--- config.mk ---
export PLATFORM = sky130hd
export DESIGN_NAME = seven_seg_scan_driver
export DESIGN_NICKNAME = d
export VERILOG_FILES = /design/src/rtl/seven_seg_pkg.sv /design/src/rtl/seven_seg_hex_lut.sv /design/src/rtl/seven_seg_scan_driver.sv
export SDC_FILE = /design/constraint.sdc
export NUM_CORES = 1
export LEC_CHECK = 0
export ABC_CLOCK_PERIOD_IN_PS = 3350
export CAP_MARGIN = 5
export CELL_PAD_IN_SITES_DETAIL_PLACEMENT = 0
export CELL_PAD_IN_SITES_GLOBAL_PLACEMENT = 1
export CORE_MARGIN = 2
export CORE_UTILIZATION = 30
export CTS_BUF_LIST = sky130_fd_sc_hd__clkbuf_4
export DETAILED_ROUTE_END_ITERATION = 10
export HOLD_SLACK_MARGIN = 0.03
export PLACE_DENSITY_LB_ADDON = 0.1
export SYNTH_ARGS = -nofsm -noshare
export SYNTH_HDL_FRONTEND = slang
export SYNTH_SLANG_ARGS = --single-unit
--- constraint.sdc ---
create_clock -name clk -period 3.35 [get_ports clk]
set_input_delay 0.67 -clock clk [delete_from_list [all_inputs] [get_ports clk]]
set_output_delay 0.67 -clock clk [all_outputs]
set_load 0.05 [all_outputs]
--- src/rtl/seven_seg_pkg.sv ---
// Shared types and constants for the seven-segment scan driver: the active-low
// segment type, the blank pattern and the hex-to-segment table.
package seven_seg_pkg;

  localparam int MAX_DIGITS = 8;

  // Active-low segment vector ordered {g,f,e,d,c,b,a}.
  typedef logic [6:0] seg7_t;

  localparam seg7_t SEG_BLANK = 7'h7F;

  localparam seg7_t HEX_SEG [16] = '{
    7'h40, 7'h79, 7'h24, 7'h30,
    7'h19, 7'h12, 7'h02, 7'h78,
    7'h00, 7'h10, 7'h08, 7'h03,
    7'h46, 7'h21, 7'h06, 7'h0E
  };

endpackage

--- src/rtl/seven_seg_hex_lut.sv ---
// Combinational hex nibble to active-low seven-segment pattern.
module seven_seg_hex_lut
  import seven_seg_pkg::*;
(
  input  logic [3:0] i_nibble,
  output seg7_t      o_seg
);

  assign o_seg = HEX_SEG[i_nibble];

endmodule

--- src/rtl/seven_seg_scan_driver.sv ---
// Time-multiplexed common-anode seven-segment scan driver with dead-time
// blanking and frame-synchronous loads. Optional SEVEN_SEG_LEADING_ZERO_BLANK_EN
// auto-blanks leading zero digits when the active registers are written.
module seven_seg_scan_driver
  import seven_seg_pkg::*;
#(
  parameter int NUM_DIGITS  = 4,
  parameter int REFRESH_DIV = 100000,
  parameter int DEADTIME    = 2
) (
  input  logic                    clk,
  input  logic                    rst_n,
  input  logic                    load,
  input  logic [4*NUM_DIGITS-1:0] digits_in,
  input  logic [NUM_DIGITS-1:0]   blank_in,
  input  logic [NUM_DIGITS-1:0]   dp_in,
  output logic [6:0]              seg_n,
  output logic                    dp_n,
  output logic [NUM_DIGITS-1:0]   an_n,
  output logic                    frame_done
);

  localparam int IDX_W = (NUM_DIGITS > 1) ? $clog2(NUM_DIGITS) : 1;
  localparam int CNT_W = (REFRESH_DIV > 1) ? $clog2(REFRESH_DIV) : 1;

  generate
    if (NUM_DIGITS < 1 || NUM_DIGITS > MAX_DIGITS) begin : g_bad_num_digits
      $error("seven_seg_scan_driver: NUM_DIGITS must be in 1..%0d", MAX_DIGITS);
    end
    if (REFRESH_DIV <= DEADTIME) begin : g_bad_refresh_div
      $error("seven_seg_scan_driver: REFRESH_DIV must exceed DEADTIME");
    end
  endgenerate

  // Scan position
  logic [CNT_W-1:0]        r_div_cnt;
  logic [IDX_W-1:0]        r_idx;
  logic                    w_slot_end;
  logic                    w_last_idx;
  logic                    w_frame_end;
  logic                    w_dead;

  // Shadow (pending) and displayed (active) content
  logic [4*NUM_DIGITS-1:0] r_pend_digits;
  logic [NUM_DIGITS-1:0]   r_pend_blank;
  logic [NUM_DIGITS-1:0]   r_pend_dp;
  logic                    r_pend_valid;
  logic [4*NUM_DIGITS-1:0] r_act_digits;
  logic [NUM_DIGITS-1:0]   r_act_blank;
  logic [NUM_DIGITS-1:0]   r_act_dp;

  logic                    w_bypass;
  logic                    w_commit;
  logic [4*NUM_DIGITS-1:0] w_src_digits;
  logic [NUM_DIGITS-1:0]   w_src_blank;
  logic [NUM_DIGITS-1:0]   w_src_dp;
  logic [NUM_DIGITS-1:0]   w_auto_blank;

  // Per-slot selection
  logic [3:0]              w_nibble;
  logic                    w_blank;
  logic                    w_dp;
  logic [NUM_DIGITS-1:0]   w_an_sel;
  seg7_t                   w_seg;

  // Output registers
  seg7_t                   r_seg_n;
  logic                    r_dp_n;
  logic [NUM_DIGITS-1:0]   r_an_n;
  logic                    r_frame_done;

  assign w_slot_end  = (r_div_cnt == CNT_W'(REFRESH_DIV - 1));
  assign w_last_idx  = (r_idx == IDX_W'(NUM_DIGITS - 1));
  assign w_frame_end = w_slot_end && w_last_idx;
  assign w_dead      = (r_div_cnt < CNT_W'(DEADTIME));

  always_ff @(posedge clk) begin
    // NOTE: all state is written with non-blocking assignments so every
    // register samples pre-edge values regardless of block ordering.
    if (!rst_n) begin
      r_div_cnt <= '0;
      r_idx     <= '0;
    end else if (w_slot_end) begin
      r_div_cnt <= '0;
      r_idx     <= w_last_idx ? '0 : r_idx + IDX_W'(1);
    end else begin
      r_div_cnt <= r_div_cnt + CNT_W'(1);
    end
  end

  // A load landing on the frame boundary skips the shadow and goes live at once.
  assign w_bypass     = load && w_frame_end;
  assign w_commit     = w_frame_end && (load || r_pend_valid);
  assign w_src_digits = w_bypass ? digits_in : r_pend_digits;
  assign w_src_blank  = w_bypass ? blank_in  : r_pend_blank;
  assign w_src_dp     = w_bypass ? dp_in     : r_pend_dp;

`ifdef SEVEN_SEG_LEADING_ZERO_BLANK_EN
  always_comb begin
    logic v_zero_run;
    w_auto_blank = '0;
    v_zero_run   = 1'b1;
    for (int k = NUM_DIGITS - 1; k >= 1; k--) begin
      v_zero_run      = v_zero_run && (w_src_digits[4*k +: 4] == 4'h0);
      w_auto_blank[k] = v_zero_run;
    end
  end
`else
  assign w_auto_blank = '0;
`endif

  always_ff @(posedge clk) begin
    // NOTE: shadow and active content are reset so a mid-frame reset never
    // leaves stale digits on the display.
    if (!rst_n) begin
      r_pend_digits <= '0;
      r_pend_blank  <= '0;
      r_pend_dp     <= '0;
      r_pend_valid  <= 1'b0;
      r_act_digits  <= '0;
      r_act_blank   <= '0;
      r_act_dp      <= '0;
    end else begin
      if (load) begin
        r_pend_digits <= digits_in;
        r_pend_blank  <= blank_in;
        r_pend_dp     <= dp_in;
      end
      r_pend_valid <= w_frame_end ? 1'b0 : (r_pend_valid | load);
      if (w_commit) begin
        r_act_digits <= w_src_digits;
        r_act_blank  <= w_src_blank | w_auto_blank;
        r_act_dp     <= w_src_dp;
      end
    end
  end

  always_comb begin
    // NOTE: every output of this block gets a default first so no path can
    // infer a latch when no digit index matches.
    w_nibble = 4'h0;
    w_blank  = 1'b1;
    w_dp     = 1'b0;
    w_an_sel = '1;
    for (int k = 0; k < NUM_DIGITS; k++) begin
      if (r_idx == IDX_W'(k)) begin
        w_nibble    = r_act_digits[4*k +: 4];
        w_blank     = r_act_blank[k];
        w_dp        = r_act_dp[k];
        w_an_sel[k] = 1'b0;
      end
    end
  end

  seven_seg_hex_lut u_hex_lut (
    .i_nibble (w_nibble),
    .o_seg    (w_seg)
  );

  always_ff @(posedge clk) begin
    if (!rst_n) begin
      r_seg_n      <= SEG_BLANK;
      r_dp_n       <= 1'b1;
      r_an_n       <= '1;
      r_frame_done <= 1'b0;
    end else begin
      r_frame_done <= w_frame_end;
      if (w_dead) begin
        r_an_n  <= '1;
        r_seg_n <= SEG_BLANK;
        r_dp_n  <= 1'b1;
      end else begin
        r_an_n  <= w_an_sel;
        r_seg_n <= w_blank ? SEG_BLANK : w_seg;
        r_dp_n  <= w_blank | ~w_dp;
      end
    end
  end

  assign seg_n      = r_seg_n;
  assign dp_n       = r_dp_n;
  assign an_n       = r_an_n;
  assign frame_done = r_frame_done;

endmodule

==> qor.csv, run 1 <==
metric,value,unit
hold crit path type,reg -> reg,
CP Data Required Time,3.71,ns
Synth Cell Area,0.00351,mm²
initial DRC count,98,
top cell type's share of synthesized area,46.2,%
Fin Clk Skew,0.0126,ns
Reg2Reg Launch Point,r_idx[0],
crit path launch type,register,
clk sink count,81,
htree depth,3,
post-route insts no fill,572,
"commonest non-fill, non-tap cell in the layout",dfxtp_1,
dpl cells,556,
layout cells sized above 1,8.16,%
crit path capture type,register,
most frequent cells in the layout,"dfxtp_1 (81), nand2_1 (46), nor2_1 (46)",
Max clock buf depth,2,
DRC viols,0,
Mapped Cells,386,
finished layout cell area,0.00414,mm²
Initial Utilization,30.7,%
final hold viol count,0,
clock latency at the later pin of the worst-skew pair,0.43,ns
All-Layer GR Usage,13.6,%
Final Setup Violations,0,
Avg WL per Cell,14.0,µm
Placement Rows,39,
area grow syn2layout,17.9,%
first-pass GRT wire length,13500,µm
outcome,"finished, final reports clean",
Worst slew margin,50.8,%
vias post-DR,2765,
Max Clk Rate,390,MHz
Die Height,112,µm
Filler cells,1203,
syn avg cell area,9.09,µm²
crit share post-route,76.4,%
hold_buf cts,0,
CTS buffer count,9,
Worst VDD drop,0.133,mV
total grt overflow,0,
Reg power frac,59.7,%
Buffers on Ports,39,
die width,112,µm
hold_sp,r_div_cnt[0],
sequential fraction of the synthesis area,46.2,%
Root Driver,clkbuf_4,
Net Sw Power,430,µW
routed vias/inst,4.83,
Power Internal,1.25,mW
placed cell area,0.00402,mm²
RSZ-0062 raised after global routing,false,
Pre-antenna DRT Iters,4,
Final TNS setup,0,ns
Detailed Place HPWL,5630,µm
number of distinct library cells after synthesis,47,
antenna cells,0,
largest net degree at the start of global routing,34,
Comb pwr share,10.1,%
"area leader, netlist",dfxtp_1,
vias in the first global route,2713,
Place WS,0.786,ns
postcts setup bufs,0,
# IOs,40,
antenna violations before repair,0,
Nets,462,
static leakage power,1.55,nW
pwr dens,407,mW/mm²
post-CTS sizing,0,
Sw Share,25.6,%
final count of pins violating max slew,0,
"top cells by area, synth","dfxtp_1 (46%), mux2i_1 (6.8%), nand2_1 (4.9%)",
Placer Congestion,0.778,
Yosys warnings,0,
Final ANT Viol Nets,0,
"Async S/R FF share, synth",0,%
Die ar.,0.0126,mm²
Clock Power Share,30.2,%
flop and latch count out of synthesis,81,
setup ws final,0.789,ns
"Arr. time, crit path",2.92,ns
CTS tree,built,
"CTS clk-pin slew, worst paths",0.13,ns
Crit Path Class,reg -> reg,
worst hold slack,0.463,ns
"EDFF count, synth",0,
highest net fanout along the worst path,21,
Max-Cap Viols,0,
core area,0.0114,mm²
origin of the worst setup path,r_idx[0],
Worst-Margin Slew,0.732,ns
syn nets,424,
"Top FF cell, synth",dfxtp_1,
Final Critical Period,2.56,ns
Routed WL,8030,µm
[cell families after synthesis]
family | after synthesis | share of synthesized area [%]
AND/OR/NAND/NOR | 145 | 19.6
flip-flops | 81 | 46.2
AO/OA/AOI/OAI | 78 | 15.0
buffers and inverters | 32 | 4.71
multiplexers | 24 | 6.84
XOR/XNOR | 15 | 3.74
adder cells (fa/ha/maj) | 11 | 3.92
[power groups by stage]
stage	combinational (mW)	sequential [mW]	clock (mW)
global route	0.186	1.01	0.589
finish	0.169	1.00	0.507
floorplan	0.0770	1.05	0
detailed placement	0.173	1.03	0
CTS	0.173	1.01	0.541
global placement	0.173	1.03	0
[state kept, by name, summed over array words and instances (netlist names)]
| name | count |
|---|---|
| an_n | 4 |
| dp_n | 1 |
| frame_done | 1 |
| r_act_blank | 4 |
| r_act_digits | 16 |
| r_act_dp | 4 |
| r_div_cnt | 17 |
| r_idx | 2 |
| r_pend_blank | 4 |
| r_pend_digits | 16 |
| r_pend_dp | 4 |
| r_pend_valid | 1 |
| seg_n | 7 |
[critical path, cell delays in order, from the launching register on]
cell and delay, ns:
dfxtp_1 0.40, ha_1 0.64, a211oi_1 0.13, a221oi_1 0.36, buf_4 0.20, inv_1 0.08, ha_1 0.29, o21ai_0 0.17
a21oi_1 0.06, o21ai_0 0.16
[routing by layer]
metal / vias up / share of wire [%] / global-route usage [%]
li1: 1424 / - / -
met1: 1293 / 51 / 18.3
met2: 37 / 44 / 20.8
met3: 11 / 3.0 / 2.92
met4: 0 / 1.9 / 6.34
met5: - / 0 / 0
[cell usage after synthesis, drive strengths merged (3+ instances only)]
| cell type | n |
|---|---|
| o211ai | 3 |
| dfxtp | 81 |
| xnor2 | 7 |
| xor2 | 8 |
| nand3b | 5 |
| nor2b | 3 |
| o21ai | 24 |
| and3 | 5 |
| a31oi | 3 |
| mux2i | 24 |
| o31ai | 5 |
| nor3 | 7 |
| inv | 9 |
| nor3b | 5 |
| clkbuf | 15 |
| a21oi | 10 |
| nor2 | 46 |
| nand3 | 17 |
| buf | 7 |
| nand4 | 3 |
| ha | 11 |
| nand2 | 46 |
| a22oi | 19 |
[path summary, 6_finish.rpt]
| check | to | slack (ns) | cells past startpoint |
|---|---|---|---|
| max reg2reg | seg_n[3] | 0.79 | 9 |
| min reg2reg | r_div_cnt[0] | 0.46 | 1 |
| min | r_div_cnt[0] | 0.46 | 1 |
| max | seg_n[3] | 0.79 | 9 |
[final cells by class]
type                    count  area (µm²)  share of cell area (%)
multi-input cells         273        1720                    41.7
clock inverters             3        17.5                   0.423
clock buffers              13        97.6                    2.36
inverters                  10        37.5                   0.907
well taps                 143         179                    4.33
flip-flops and latches     81        1620                    39.2
repair buffers             49         460                    11.1
[stage by stage]
step | power, mW | util, %
final | 1.68 | 36.2
after global routing | 1.78 | 36.2
after CTS | 1.72 | 36.2
after detailed placement | 1.20 | 35.2
after global placement | 1.20 | 35.2
after floorplan | 1.13 | -
(Power assumes the default switching activity.)
==> run 2: changes to the inputs <==
--- a/config.mk
+++ b/config.mk
@@ -5,7 +5,7 @@
 export SDC_FILE = /design/constraint.sdc
 export NUM_CORES = 1
 export LEC_CHECK = 0
-export ABC_CLOCK_PERIOD_IN_PS = 3350
+export ABC_CLOCK_PERIOD_IN_PS = 2270
 export CAP_MARGIN = 5
 export CELL_PAD_IN_SITES_DETAIL_PLACEMENT = 0
 export CELL_PAD_IN_SITES_GLOBAL_PLACEMENT = 1
==> constraint.sdc (replaced) <==
create_clock -name clk -period 2.27 [get_ports clk]
set_input_delay 0.454 -clock clk [delete_from_list [all_inputs] [get_ports clk]]
set_output_delay 0.454 -clock clk [all_outputs]
set_load 0.05 [all_outputs]
==> qor.csv, run 2 (synthesis results as in run 1) <==
metric,value,unit
Max clock buf depth,2,
cells on worst reg2reg path,6,
Die ar.,0.0126,mm²
first-pass GRT wire length,14100,µm
layout cells sized above 1,12.9,%
vias post-DR,2813,
post-CTS sizing,0,
hold crit path type,in -> reg,
static leakage power,1.62,nW
"commonest non-fill, non-tap cell in the layout",dfxtp_1,
WHS Path Cells,3,
Root Driver,clkbuf_4,
critical-path cell list,"or4_1, nor4_4, buf_4, nand4_1, buf_4, o21ai_0",
Max-Cap Viols,0,
total grt overflow,0,
Largest regs,"r_div_cnt (17), r_act_digits (16), r_pend_digits (16)",
Crit Path Class,reg -> reg,
worst hold slack,0.385,ns
final hold viol count,0,
outcome,"finished, final reports clean",
pwr dens,600,mW/mm²
"Slowest-stage cell, CP",or4_1,
Final TNS setup,0,ns
Worst VDD drop,0.223,mV
Initial Utilization,30.7,%
area grow syn2layout,22.6,%
finished layout cell area,0.00430,mm²
antenna violations before repair,0,
Placer Congestion,0.800,
clock latency at the later pin of the worst-skew pair,0.46,ns
placed cell area,0.00414,mm²
Routed WL,8230,µm
die width,112,µm
crit path capture type,register,
CTS buffer count,9,
Final ANT Viol Nets,0,
clk sink count,81,
Avg WL per Cell,14.1,µm
largest register by flop count,r_div_cnt,
vias in the first global route,2803,
Worst-Margin Slew,0.526,ns
CP Data Required Time,2.65,ns
most frequent cells in the layout,"dfxtp_1 (79), nand2_1 (46), nor2_1 (46)",
Filler cells,1229,
Final Setup Violations,0,
number of flip-flops in the largest register,17,
Die Height,112,µm
Placement Rows,39,
Pre-antenna DRT Iters,4,
CP most frequent cell,buf_4,
crit path launch type,register,
final count of pins violating max slew,0,
All-Layer GR Usage,14.2,%
RSZ-0062 raised after global routing,false,
Nets,475,
reg2reg setup slack,0.20,ns
Final Critical Period,2.07,ns
core area,0.0114,mm²
largest net degree at the start of global routing,34,
hold_buf cts,0,
Fin Clk Skew,0.0179,ns
highest net fanout along the worst path,13,
htree depth,3,
Buffers on Ports,39,
routed vias/inst,4.81,
Max Clk Rate,484,MHz
postcts setup bufs,0,
# IOs,40,
DRC viols,0,
Worst slew margin,64.9,%
antenna cells,0,
initial DRC count,97,
"Arr. time, crit path",2.45,ns
Detailed Place HPWL,5820,µm
CTS tree,built,
crit-path max cell delay,0.57,ns
"CTS clk-pin slew, worst paths",0.13,ns
crit share post-route,91.1,%
-- run 2: changes by cell type in the layout (fill, tap and decap cells not counted), sizes merged --
cell	previous run	this run
bufinv	0	1
inv	9	10
clkinvlp	1	0
clkinv	3	6
buf	11	24
clkbuf	13	9
-- run 2: per-layer routing --
metal | global-route usage (%) | vias to the layer above | share of wire [%]
met4 | 6.83 | 0 | 2.2
met2 | 22.1 | 39 | 44
li1 | - | 1466 | -
met5 | 0 | - | 0
met1 | 18.9 | 1295 | 51
met3 | 2.86 | 13 | 2.7
-- run 2: where the power goes --
part	switching [mW]	internal [mW]
Combinational	0.140	0.120
Sequential	0.0192	1.46
Clock	0.514	0.325
-- run 2: area by class of cell --
class / count / area [µm²] / share of cell area [%]
clock inverters: 7 / 60.1 / 1.40
well taps: 143 / 179 / 4.16
clock buffers: 9 / 67.6 / 1.57
repair buffers: 62 / 571 / 13.3
inverters: 10 / 37.5 / 0.872
multi-input cells: 273 / 1770 / 41.0
flip-flops and latches: 81 / 1620 / 37.7
-- run 2: critical path, delay by kind of cell (launching register included) --
family / cells / cell delay, ns
flops: 1 / 0.35
compound gates: 1 / 0.19
buf+inv: 2 / 0.41
simple gates: 3 / 1.04
-- run 2: final timing paths --
check,startpoint,to
max,r_div_cnt[11],r_act_digits[13]
min,load,r_pend_valid
max reg2reg,r_div_cnt[11],r_act_digits[13]
min reg2reg,r_div_cnt[0],r_div_cnt[0]
-- run 2: stage by stage --
step	util, %	cells	total power, mW	worst slack [ns]
after floorplan	-	386	1.67	0.0547
after global placement	36.3	569	1.78	0.0773
after detailed placement	36.3	569	1.78	0.0448
after CTS	37.4	585	2.63	0.0157
after global routing	37.7	585	2.71	0.0347
final	37.7	585	2.58	0.203
==> run 3: changes to the inputs <==
--- a/config.mk
+++ b/config.mk
@@ -7,14 +7,12 @@
 export LEC_CHECK = 0
 export ABC_CLOCK_PERIOD_IN_PS = 2270
 export CAP_MARGIN = 5
-export CELL_PAD_IN_SITES_DETAIL_PLACEMENT = 0
-export CELL_PAD_IN_SITES_GLOBAL_PLACEMENT = 1
+export CORE_ASPECT_RATIO = 0.9
 export CORE_MARGIN = 2
 export CORE_UTILIZATION = 30
 export CTS_BUF_LIST = sky130_fd_sc_hd__clkbuf_4
 export DETAILED_ROUTE_END_ITERATION = 10
 export HOLD_SLACK_MARGIN = 0.03
-export PLACE_DENSITY_LB_ADDON = 0.1
 export SYNTH_ARGS = -nofsm -noshare
 export SYNTH_HDL_FRONTEND = slang
 export SYNTH_SLANG_ARGS = --single-unit
==> qor.csv, run 3 (synthesis results as in run 1) <==
metric,value,unit
Largest regs,"r_div_cnt (17), r_act_digits (16), r_pend_digits (16)",
Avg WL per Cell,12.5,µm
Crit Path Class,reg -> reg,
routed vias/inst,4.63,
Initial Utilization,30.7,%
Routed WL,7420,µm
Die ar.,0.0126,mm²
antenna violations before repair,0,
CTS buffer count,9,
vias post-DR,2757,
antenna cells,0,
crit path capture type,register,
Final TNS setup,0,ns
Reg2Reg Launch Point,r_idx[0],
highest net fanout along the worst path,9,
outcome,"finished, final reports clean",
pwr dens,628,mW/mm²
die width,118,µm
CP Data Required Time,2.63,ns
post-route insts no fill,596,
Worst path depth,8,
final count of pins violating max slew,0,
hold crit path type,in -> reg,
reg2reg setup slack,0.21,ns
"CTS clk-pin slew, worst paths",0.13,ns
Max clock buf depth,2,
gr busiest metal,met2,
RSZ-0062 raised after global routing,false,
largest register by flop count,r_div_cnt,
static leakage power,1.63,nW
met1 Track Usage GR,16.3,%
dpl cells,580,
"Slowest-stage cell, CP",dfxtp_1,
layout cells sized above 1,11.8,%
clk sink count,81,
# IOs,40,
"CP delay by family, top",compound AO/OA/AOI/OAI gates,
first-pass GRT wire length,12800,µm
Filler cells,1195,
initial DRC count,125,
Final Critical Period,2.06,ns
total grt overflow,0,
htree depth,3,
met2 Use GR,19.9,%
met3 Resource Use GR,3.14,%
All-Layer GR Usage,12.5,%
crit path launch type,register,
Worst VDD drop,0.242,mV
Placement Rows,37,
number of flip-flops in the largest register,17,
Die Height,107,µm
Fin Clk Skew,0.0178,ns
Root Driver,clkbuf_4,
Worst-Margin Slew,0.510,ns
WHS Path Cells,3,
cells on worst reg2reg path,8,
CTS tree,built,
Buffers on Ports,39,
reg2reg end,seg_n[3],
Final ANT Viol Nets,0,
area grow syn2layout,23.1,%
Placer Congestion,0.807,
Pre-antenna DRT Iters,4,
Max Clk Rate,486,MHz
vias in the first global route,2704,
clock latency at the later pin of the worst-skew pair,0.43,ns
hold endpoint,r_pend_dp[0],
Nets,473,
crit share post-route,90.6,%
Detailed Place HPWL,5590,µm
Worst slew margin,65.9,%
most frequent cells in the layout,"dfxtp_1 (80), nand2_1 (46), nor2_1 (46)",
core area,0.0114,mm²
"Arr. time, crit path",2.41,ns
Final Setup Violations,0,
crit-path max cell delay,0.36,ns
hold_sp,load,
critical-path cell list,"ha_1, buf_4, a221oi_2, inv_1, ha_1, o21ai_0, a21oi_1, o21ai_0",
final hold viol count,0,
largest net degree at the start of global routing,34,
Max-Cap Viols,0,
"commonest non-fill, non-tap cell in the layout",dfxtp_1,
DRC viols,0,
worst path bufs/invs,2,
run 3: changes by cell type in the layout (fill, tap and decap cells not counted), sizes merged:
cell	previous run	this run
clkbuf	9	10
bufinv	1	2
clkinv	6	2
clkinvlp	0	1
inv	10	11
buf	24	22
run 3: worst max path at each step:
stage                  start       end  slack (ns)
finish              r_idx[0]  seg_n[3]        0.21
floorplan           r_idx[0]  seg_n[3]        0.05
CTS                 r_idx[0]  seg_n[3]         0.1
global placement    r_idx[0]  seg_n[3]        0.22
global route        r_idx[0]  seg_n[3]        0.05
detailed placement  r_idx[0]  seg_n[3]        0.12
run 3: power by group:
| part | switching [mW] | internal, mW | total (mW) |
|---|---|---|---|
| Sequential | 0.0190 | 1.46 | 1.48 |
| Combinational | 0.139 | 0.120 | 0.259 |
| Clock | 0.507 | 0.465 | 0.972 |
| Total | 0.665 | 2.05 | 2.71 |
run 3: area by class of cell:
class | instances | area, µm² | share of cell area [%]
Multi-Input combinational cell | 273 | 1740 | 40.4
Sequential cell | 81 | 1620 | 37.6
Timing Repair Buffer | 60 | 556 | 12.9
Tap cell | 156 | 195 | 4.52
Clock inverter | 6 | 90.1 | 2.09
Clock buffer | 10 | 75.1 | 1.74
Inverter | 10 | 37.5 | 0.869
run 3: worst reg2reg max path, delay by kind of cell (launching register included):
kind	cells	cell delay [ns]
compound gates	4	0.67
flops	1	0.36
fa+ha+maj	2	0.63
buf+inv	2	0.34
run 3: per-stage QoR:
stage	setup WS (ns)	utilization (%)	power, mW	cell area [µm²]	hold WS (ns)
final	0.214	37.8	2.71	4320	0.413
after floorplan	0.0547	-	1.67	3520	0.418
after global placement	0.222	36.3	1.77	4150	0.432
after detailed placement	0.117	36.3	1.78	4150	0.446
after CTS	0.0969	37.7	2.74	4310	0.388
after global routing	0.0466	37.8	2.82	4320	0.433
run 3: repair_timing:
action,4_1_cts,5_1_grt
buffers inserted,0,0
hold endpoints to repair,0,0
gates resized for setup,0,4
hold buffers,0,0
setup endpoints to repair,0,2
run 3: routing by layer:
metal	up-vias	part of all wire, %
li1	1454	-
met2	33	44
met1	1258	51
met5	-	0
met4	0	1.6
met3	12	3.7
